==> src/rtl/bcd_timekeeper.sv <==
// Prescaled hh:mm:ss timekeeper with BCD display digits, 12/24-hour display and validated time load.
// Optional alarm comparator is built when BCD_TIMEKEEPER_ALARM_EN is defined.
module bcd_timekeeper #(
    parameter int unsigned CLK_DIV       = 100000000,
    parameter int unsigned HOURS_PER_DAY = 24
) (
    input  logic       clk,
    input  logic       reset,
    input  logic       run,
    input  logic       mode_12h,
    input  logic       set_stb,
    input  logic [4:0] set_hh,
    input  logic [5:0] set_mm,
    input  logic [5:0] set_ss,
`ifdef BCD_TIMEKEEPER_ALARM_EN
    input  logic       alarm_arm,
    input  logic [4:0] alarm_hh,
    input  logic [5:0] alarm_mm,
    output logic       alarm,
`endif
    output logic [3:0] hour_tens,
    output logic [3:0] hour_ones,
    output logic [3:0] min_tens,
    output logic [3:0] min_ones,
    output logic [3:0] sec_tens,
    output logic [3:0] sec_ones,
    output logic       pm,
    output logic       sec_tick,
    output logic       day_wrap,
    output logic       set_err
);

    localparam logic [31:0] PRESC_MAX = 32'(CLK_DIV - 32'd1);
    localparam logic [4:0]  HH_MAX    = 5'(HOURS_PER_DAY - 32'd1);

    logic [31:0] r_presc;
    logic [4:0]  r_hh;
    logic [5:0]  r_mm;
    logic [5:0]  r_ss;
    logic        r_sec_tick;
    logic        r_day_wrap;
    logic        r_set_err;
    logic        r_alarm;

    logic        w_presc_wrap;
    logic        w_set_ok;
    logic        w_ss_last;
    logic        w_mm_last;
    logic        w_hh_last;
    logic        w_day_end;
    logic        w_alarm_hit;
    logic [5:0]  w_ss_nxt;
    logic [5:0]  w_mm_nxt;
    logic [4:0]  w_hh_nxt;
    logic [5:0]  w_hh_disp;
    logic        w_pm;
    logic [7:0]  w_hh_bcd;
    logic [7:0]  w_mm_bcd;
    logic [7:0]  w_ss_bcd;

    // Splits a value 0..59 into {tens, ones} using bounded comparisons only.
    function automatic logic [7:0] bcd2(input logic [5:0] v);
        logic [3:0] t;
        logic [3:0] o;
        if (v >= 6'd50) begin
            t = 4'd5;
            o = 4'(v - 6'd50);
        end else if (v >= 6'd40) begin
            t = 4'd4;
            o = 4'(v - 6'd40);
        end else if (v >= 6'd30) begin
            t = 4'd3;
            o = 4'(v - 6'd30);
        end else if (v >= 6'd20) begin
            t = 4'd2;
            o = 4'(v - 6'd20);
        end else if (v >= 6'd10) begin
            t = 4'd1;
            o = 4'(v - 6'd10);
        end else begin
            t = 4'd0;
            o = v[3:0];
        end
        return {t, o};
    endfunction

    // Next-second values with minute/hour carry and load validation.
    always_comb begin
        w_presc_wrap = (r_presc == PRESC_MAX);
        w_set_ok     = (set_hh <= HH_MAX) && (set_mm <= 6'd59) && (set_ss <= 6'd59);
        w_ss_last    = (r_ss == 6'd59);
        w_mm_last    = (r_mm == 6'd59);
        w_hh_last    = (r_hh == HH_MAX);
        w_day_end    = w_ss_last && w_mm_last && w_hh_last;

        if (w_ss_last) begin
            w_ss_nxt = 6'd0;
        end else begin
            w_ss_nxt = r_ss + 6'd1;
        end

        if (w_ss_last) begin
            if (w_mm_last) begin
                w_mm_nxt = 6'd0;
            end else begin
                w_mm_nxt = r_mm + 6'd1;
            end
        end else begin
            w_mm_nxt = r_mm;
        end

        if (w_ss_last && w_mm_last) begin
            if (w_hh_last) begin
                w_hh_nxt = 5'd0;
            end else begin
                w_hh_nxt = r_hh + 5'd1;
            end
        end else begin
            w_hh_nxt = r_hh;
        end
    end

`ifdef BCD_TIMEKEEPER_ALARM_EN
    // Alarm matches the time being entered, which must sit on a whole minute.
    always_comb begin
        w_alarm_hit = alarm_arm && (w_ss_nxt == 6'd0) && (w_mm_nxt == alarm_mm) && (w_hh_nxt == alarm_hh);
    end
    assign alarm = r_alarm;
`else
    assign w_alarm_hit = 1'b0;
`endif

    // Prescaler, time counters and one-cycle event pulses; a strobe always pre-empts counting.
    always_ff @(posedge clk or posedge reset) begin
        if (reset) begin
            r_presc    <= 32'd0;
            r_hh       <= 5'd0;
            r_mm       <= 6'd0;
            r_ss       <= 6'd0;
            r_sec_tick <= 1'b0;
            r_day_wrap <= 1'b0;
            r_set_err  <= 1'b0;
            r_alarm    <= 1'b0;
        end else begin
            r_sec_tick <= 1'b0;
            r_day_wrap <= 1'b0;
            r_set_err  <= 1'b0;
            r_alarm    <= 1'b0;
            if (set_stb) begin
                if (w_set_ok) begin
                    r_hh    <= set_hh;
                    r_mm    <= set_mm;
                    r_ss    <= set_ss;
                    r_presc <= 32'd0;
                end else begin
                    r_set_err <= 1'b1;
                end
            end else if (run) begin
                if (w_presc_wrap) begin
                    r_presc    <= 32'd0;
                    r_hh       <= w_hh_nxt;
                    r_mm       <= w_mm_nxt;
                    r_ss       <= w_ss_nxt;
                    r_sec_tick <= 1'b1;
                    r_day_wrap <= w_day_end;
                    r_alarm    <= w_alarm_hit;
                end else begin
                    r_presc <= r_presc + 32'd1;
                end
            end else begin
                r_presc <= r_presc;
            end
        end
    end

    // Hour display mapping: 0 and 12 both show as 12 in 12-hour mode.
    always_comb begin
        if (mode_12h) begin
            if (r_hh == 5'd0) begin
                w_hh_disp = 6'd12;
            end else if (r_hh > 5'd12) begin
                w_hh_disp = {1'b0, r_hh} - 6'd12;
            end else begin
                w_hh_disp = {1'b0, r_hh};
            end
            w_pm = (r_hh >= 5'd12);
        end else begin
            w_hh_disp = {1'b0, r_hh};
            w_pm      = 1'b0;
        end
    end

    assign w_hh_bcd  = bcd2(w_hh_disp);
    assign w_mm_bcd  = bcd2(r_mm);
    assign w_ss_bcd  = bcd2(r_ss);

    assign hour_tens = w_hh_bcd[7:4];
    assign hour_ones = w_hh_bcd[3:0];
    assign min_tens  = w_mm_bcd[7:4];
    assign min_ones  = w_mm_bcd[3:0];
    assign sec_tens  = w_ss_bcd[7:4];
    assign sec_ones  = w_ss_bcd[3:0];
    assign pm        = w_pm;
    assign sec_tick  = r_sec_tick;
    assign day_wrap  = r_day_wrap;
    assign set_err   = r_set_err;

endmodule

==> config.mk <==
export PLATFORM = sky130hd
export DESIGN_NAME = bcd_timekeeper
export DESIGN_NICKNAME = d
export VERILOG_FILES = /design/src/rtl/bcd_timekeeper.sv
export SDC_FILE = /design/constraint.sdc
export NUM_CORES = 1
export LEC_CHECK = 0
export CAP_MARGIN = 20
export CORE_AREA = 2 2 121 76
export DETAILED_ROUTE_END_ITERATION = 8
export DIE_AREA = 0 0 123 78
export PLACE_DENSITY = 0.77
export SYNTH_ARGS = -nofsm -noshare
export SYNTH_HDL_FRONTEND = slang
export SYNTH_SLANG_ARGS = --single-unit
==> constraint.sdc <==
create_clock -name clk -period 3.4 [get_ports clk]
set_clock_uncertainty 0.15 [all_clocks]
set_input_delay 0.68 -clock clk [delete_from_list [all_inputs] [get_ports clk]]
set_output_delay 0.68 -clock clk [all_outputs]
set_load 0.02 [all_outputs]
==> results of run 1 <==
==> through the flow <==
| step | std cells | total power, mW |
|---|---|---|
| 3_3_place_gp | 724 | 2.36 |
| 2_1_floorplan | 531 | 1.72 |
| 3_5_place_dp | 724 | 2.41 |
| 4_1_cts | 738 | 3.08 |
| 5_1_grt | 743 | 3.33 |
| 6_report | 743 | 3.16 |
==> kinds of logic (layout without fill, tap and decap cells) <==
kind of cell / Yosys count / count (layout)
AO/OA/AOI/OAI: 131 / 131
AND/OR/NAND/NOR: 218 / 218
other: 1 / 3
buffers and inverters: 59 / 159
flip-flops: 52 / 52
XOR/XNOR: 27 / 27
multiplexers: 6 / 6
adder cells (fa/ha/maj): 35 / 35
==> placed cells by master (no fill, tap or decap), drive strengths merged, types with 3 or more instances in the layout <==
master	Yosys	routed
o22ai	6	6
xnor2	10	10
dlygate4sd2	0	4
nand2	45	45
xor2	17	17
a31oi	6	6
nor4	11	11
o21a	3	3
o211ai	6	6
inv	28	28
nand3	30	30
and2	9	9
o21ai	45	45
a21oi	25	25
nand3b	3	3
or2	5	5
ha	35	35
dfrtp	52	52
o31ai	4	4
clkbuf	19	11
or3	3	3
nand4	19	19
nand4b	3	3
a21boi	4	4
nor3	16	16
a21o	4	4
a32oi	3	3
buf	12	82
clkdlybuf4s50	0	32
conb	1	3
mux2i	5	5
and3	11	11
nor2	49	49
==> per-layer routing <==
layer / up-vias / track usage (%) / wire length, um
met3: 15 / 3.82 / 796
met5: - / 0 / 0
met1: 2176 / 41.5 / 6200
li1: 2118 / - / -
met4: 0 / 4.32 / 89
met2: 208 / 39.7 / 5630
==> state kept, by name (all words and copies together), names as in the netlist <==
name and count:
sec_tick 1, r_presc 32, set_err 1, r_ss 6
r_mm 6, r_hh 5, day_wrap 1
==> worst max-delay path, stage by stage, from the launching register on <==
cell      delay (ns)
dfrtp_1         0.43
inv_2           0.08
ha_4            0.17
buf_6           0.11
and4b_2         0.22
a211o_4         0.36
ha_4            0.16
a2111o_1        0.42
a21oi_2         0.20
mux2i_2         0.30
a211oi_4        0.09
buf_6           0.14
==> path summary, 6_finish.rpt <==
path | endpoint | slack (ns) | cells past startpoint
worst max-delay path | hour_ones[2] | -0.41 | 11
worst min-delay path | r_presc[23]$_DFFE_PP0P_ | 0.39 | 2
worst min register to register | r_presc[23]$_DFFE_PP0P_ | 0.39 | 2
min in group asynchronous | r_presc[21]$_DFFE_PP0P_ | 0.60 | 3
max in group asynchronous | r_presc[2]$_DFFE_PP0P_ | 2.25 | 3
worst max register to register | r_mm[0]$_DFFE_PP0P_ | 0.69 | 9
==> power by group through the flow <==
stage | logic [mW] | registers, mW | clock network (mW)
after CTS | 1.72 | 0.745 | 0.616
after detailed placement | 1.66 | 0.755 | 0
after global routing | 1.93 | 0.758 | 0.640
after floorplan | 0.982 | 0.742 | 0
after global placement | 1.61 | 0.751 | 0
final | 1.80 | 0.750 | 0.609
==> cell type report <==
type | instances | area [um^2] | area share, %
inverter | 28 | 105 | 1.84
sequential | 52 | 1310 | 22.8
timing repair buffer | 123 | 1040 | 18.1
clock inverter | 1 | 30.0 | 0.524
multi-input combinational | 420 | 2960 | 51.6
clock buffer | 7 | 153 | 2.67
tap | 112 | 140 | 2.45
==> timing repair <==
action                                  4_1_cts  5_1_grt
buffers inserted                              6        5
gates resized for setup                      53       21
endpoints found under the setup margin       13       13
pin swaps                                    12        8
==> flow_metrics.env, run 1 <==
export IMPL_status="finished, violations left"
export IMPL_violations="negative setup slack"
export IMPL_grt_max_degree=53
export IMPL_cts_tree="done"
export IMPL_p_leak_nw=2.56
export IMPL_start_util_pct=51.6
export IMPL_area_delta_synth_final_pct=32.2
export IMPL_ys_ff_latch=52
export IMPL_min_period_ns=3.81
export IMPL_setup_violations=6
export IMPL_postRouteAntennaNets=0
export IMPL_routed_wl_um=12700
export IMPL_yosys_area_share_simple_pct=27.3
export IMPL_yosys_mux_area_fraction_pct=1.41
export IMPL_cap_violations=0
export IMPL_p_clk_share_pct=19.3
export IMPL_cts_root_buf="clkbuf_16"
export IMPL_die_w_um=123
export IMPL_hp_class="flop to flop"
export IMPL_grt_pass1_vias=4129
export IMPL_fin_area_um2=5730
export IMPL_die_h_um=78
export IMPL_synthAdderAreaFrac_pct=10.1
export IMPL_seq_area_frac_synth_pct=30.0
export IMPL_holdWs_ns=0.390
export IMPL_clk_latency_ns=0.29
export IMPL_initialDrtViolationCount=472
export IMPL_synth_most_common_cell="dfrtp_1"
export IMPL_grt_usage_pct=26.7
export IMPL_syn_inst=529
export IMPL_rsz0062_at_grt="yes"
export IMPL_diodes=0
export IMPL_grt_pass1_wl_um=20700
export IMPL_numCtsBuffers=5
export IMPL_crit_type="flop to output port"
export IMPL_rows=26
export IMPL_numClockSinks=52
export IMPL_io_pins=50
export IMPL_ys_warn_count=0
export IMPL_synth_top_family_by_area="simple AND/OR/NAND/NOR gates"
export IMPL_synthXorXnorAreaFrac_pct=5.46
export IMPL_drive_gt1_share_pct=22.7
export IMPL_p_int_mw=1.91
export IMPL_wl_per_cell_um=17.1
export IMPL_ir_drop_mv=0.248
export IMPL_n_fill_cell=657
export IMPL_synth_compound_area_share_pct=19.7
export IMPL_routed_via_density=6.08
export IMPL_synth_edf_count=0
export IMPL_placed_area_um2=5370
export IMPL_synth_common_cells="dfrtp_1 (52), nor2_1 (48), nand2_1 (45)"
export IMPL_power_frac_seq_pct=23.7
export IMPL_layout_setup_ws_ns=-0.411
export IMPL_antenna_found_initial=0
export IMPL_cp_required_ns=2.57
export IMPL_core_area_um2=8390
export IMPL_p_comb_share_pct=57.0
export IMPL_pre_cts_slack_ns=-1.11
export IMPL_reg2reg_from="r_ss[2]$_DFFE_PP0P_"
export IMPL_path_max_fanout=4
export IMPL_yosysTopAreaCell="dfrtp_1"
export IMPL_fin_crit_sh_pct=112
export IMPL_maxSlewHeadroom_pct=41.9
export IMPL_avgSynthCellArea_um2=8.19
export IMPL_synth_cell_types=78
export IMPL_gp_congestion=0.946
export IMPL_final_util_pct=68.2
export IMPL_worstSetupStartpointType="flop"
export IMPL_dr_pass1_iters=6
export IMPL_p_sw_share_pct=39.6
export IMPL_num_vias=4517
export IMPL_min_from="r_presc[23]$_DFFE_PP0P_"
export IMPL_fin_setup_tns_ns=-1.43
export IMPL_timing_hold_violations_final=0
export IMPL_p_per_area_nw_per_um2=552
export IMPL_synth_async_reset_ratio_pct=100
export IMPL_hold_buffers=0
export IMPL_p_switching_mw=1.25
export IMPL_drc_errors=0
export IMPL_slew_violations=0
export IMPL_overflow=0
export IMPL_max_clock_freq_mhz=262
export IMPL_netlist_area_leader_share_pct=30.0
export IMPL_end_kind="output port"
export IMPL_clk_pin_slew_worst_paths_ns=0.07
export IMPL_crit_start="r_hh[3]$_DFFE_PP0P_"
export IMPL_portBuffers=46
export IMPL_htreeDepth=2
export IMPL_cts_buffer_depth=2
export IMPL_tightest_slew_ns=0.864
export IMPL_synth_area_um2=4330
export IMPL_synth_ff_type="dfrtp_1"
export IMPL_hpwlAfterDp_um=9310
export IMPL_die_area_um2=9590
export IMPL_final_nets=687
export IMPL_synth_area_leaders="dfrtp_1 (30%), ha_1 (10%), nor2_1 (4.2%)"
export IMPL_cp_arrival_ns=2.98
(Power assumes the default switching activity.)
==> run 2, diff against run 1 <==
--- a/config.mk
+++ b/config.mk
@@ -6,9 +6,9 @@
 export NUM_CORES = 1
 export LEC_CHECK = 0
 export CAP_MARGIN = 20
-export CORE_AREA = 2 2 121 76
+export CORE_AREA = 8 8 127 82
 export DETAILED_ROUTE_END_ITERATION = 8
-export DIE_AREA = 0 0 123 78
+export DIE_AREA = 0 0 135 90
 export PLACE_DENSITY = 0.77
 export SYNTH_ARGS = -nofsm -noshare
 export SYNTH_HDL_FRONTEND = slang
==> run 2 against run 1 <==
Effect of this change: wire length increased by 1.3%; critical path depth is 1 higher; critical endpoint unchanged; highest routed layer unchanged; first-iteration DRC count is 3.0% lower; the flow still finishes with violations (negative setup slack); power down 2.2%.
==> flow_metrics.env, run 2 (same netlist as run 1, synthesis figures left out) <==
export IMPL_grt_pass1_wl_um=21200
export IMPL_reg2regPathDepth=8
export IMPL_grt_busiest_layer="met2"
export IMPL_crit_start="mode_12h"
export IMPL_crit_type="input port to output port"
export IMPL_grt_pass1_vias=4253
export IMPL_io_pins=50
export IMPL_grtUsageMet3_pct=4.50
export IMPL_routed_via_density=6.02
export IMPL_htreeDepth=2
export IMPL_met2_usage_pct=31.6
export IMPL_layout_setup_ws_ns=-0.450
export IMPL_cap_violations=0
export IMPL_clk_pin_slew_worst_paths_ns=0.07
export IMPL_antenna_found_initial=0
export IMPL_path_max_fanout=5
export IMPL_timing_hold_violations_final=0
export IMPL_numCtsBuffers=5
export IMPL_largest_register_ffs=32
export IMPL_diodes=0
export IMPL_hpwlAfterDp_um=9020
export IMPL_status="finished, violations left"
export IMPL_hp_class="flop to flop"
export IMPL_tightest_slew_ns=0.699
export IMPL_gp_congestion=0.871
export IMPL_max_clock_freq_mhz=260
export IMPL_p_leak_nw=2.52
export IMPL_ir_drop_mv=0.216
export IMPL_critPathCapture="hour_ones[2]"
export IMPL_grt_max_degree=38
export IMPL_cts_buffer_depth=2
export IMPL_rows=27
export IMPL_top_regs="r_presc: 32 flops, r_mm: 6 flops, r_ss: 6 flops"
export IMPL_core_area_um2=8720
export IMPL_die_area_um2=12200
export IMPL_p_per_area_nw_per_um2=541
export IMPL_worstSetupStartpointType="input port"
export IMPL_initialDrtViolationCount=458
export IMPL_register_area_um2=1310
export IMPL_start_util_pct=49.7
export IMPL_pre_cts_slack_ns=-1.04
export IMPL_clk_latency_ns=0.30
export IMPL_end_kind="output port"
export IMPL_grt_usage_pct=20.9
export IMPL_drc_errors=0
export IMPL_final_util_pct=65.6
export IMPL_die_h_um=90
export IMPL_num_vias=4456
export IMPL_routed_wl_um=12900
export IMPL_cp_required_ns=2.57
export IMPL_rrSetupSlack_ns=0.77
export IMPL_min_period_ns=3.85
export IMPL_slew_violations=0
export IMPL_area_delta_synth_final_pct=32.0
export IMPL_setup_violations=5
export IMPL_dr_pass1_iters=7
export IMPL_overflow=0
export IMPL_top_register="r_presc"
export IMPL_hold_buffers=0
export IMPL_portBuffers=46
export IMPL_cts_tree="done"
export IMPL_n_fill_cell=725
export IMPL_p_total_mw=3.09
export IMPL_multi_input_area_um2=3030
export IMPL_die_w_um=135
export IMPL_reg2reg_from="r_presc[0]$_DFFE_PP0P_"
export IMPL_maxSlewHeadroom_pct=53.0
export IMPL_cts_root_buf="clkbuf_16"
export IMPL_postRouteAntennaNets=0
export IMPL_r2r_end="r_mm[0]$_DFFE_PP0P_"
export IMPL_layout_common_cells="buf_4 (70), nor2_1 (47), dfrtp_1 (47)"
export IMPL_final_common_cell="buf_4"
export IMPL_final_nets=680
export IMPL_wl_per_cell_um=17.4
export IMPL_fin_setup_tns_ns=-1.48
export IMPL_violations="negative setup slack"
export IMPL_fin_crit_sh_pct=113
export IMPL_numClockSinks=52
export IMPL_cp_arrival_ns=3.02
export IMPL_rsz0062_at_grt="yes"
export IMPL_grt_util_met1_pct=29.2
export IMPL_drive_gt1_share_pct=23.6
[run 2: where the power goes]
part	leakage [nW]	switching, mW	internal (mW)
registers	0.679	0.0908	0.673
clock network	0.0708	0.246	0.279
logic	1.77	0.966	0.839
total	2.52	1.30	1.79
[run 2: worst min-delay path by stage]
stage	startpoint	endpoint	cells after the start	slack, ns
CTS	r_presc[23]$_DFFE_PP0P_	r_presc[23]$_DFFE_PP0P_	2	0.40
global route	r_presc[16]$_DFFE_PP0P_	r_presc[16]$_DFFE_PP0P_	2	0.42
finish	r_presc[23]$_DFFE_PP0P_	r_presc[23]$_DFFE_PP0P_	2	0.39
global placement	r_presc[1]$_DFFE_PP0P_	r_presc[1]$_DFFE_PP0P_	2	0.37
floorplan	r_presc[1]$_DFFE_PP0P_	r_presc[1]$_DFFE_PP0P_	2	0.34
detailed placement	r_presc[23]$_DFFE_PP0P_	r_presc[23]$_DFFE_PP0P_	2	0.37
[run 2: final cells by class]
| class | count | share of cell area (%) |
|---|---|---|
| clock inverter | 3 | 0.438 |
| multi-input combinational | 420 | 53.0 |
| timing repair buffer | 116 | 17.2 |
| tap | 116 | 2.54 |
| clock buffer | 5 | 2.19 |
| inverter | 28 | 1.84 |
| sequential | 52 | 22.9 |
[run 2: worst max-delay path, cell delays in order]
cell,delay [ns]
clkdlybuf4s15_1,0.31
buf_4,0.18
o311a_4,0.20
a21oi_4,0.04
buf_4,0.14
buf_4,0.14
ha_4,0.14
a2111o_1,0.41
a21oi_4,0.21
mux2i_2,0.30
a211oi_4,0.11
buf_6,0.15
[run 2: metal layers]
metal | part of all wire [%] | wire (um) | vias to the layer above
met5 | 0 | 0 | -
met4 | 1.4 | 184 | 0
met3 | 7.2 | 928 | 22
met2 | 45 | 5800 | 194
met1 | 46 | 5970 | 2137
li1 | - | - | 2103
[run 2: per-stage QoR]
stage	hold slack (ns)	area, um^2	instances
6_report	0.391	5720	740
5_1_grt	0.424	5720	740
4_1_cts	0.396	5620	735
3_5_place_dp	0.374	5290	718
3_3_place_gp	0.366	5290	718
2_1_floorplan	0.340	4420	531
[run 2: timing repair]
| item | CTS | global route |
|---|---|---|
| setup endpoints to repair | 14 | 13 |
| setup buffers | 9 | 6 |
| hold endpoints to repair | 0 | 0 |
| resized for setup | 62 | 29 |
| pin swaps | 14 | 10 |
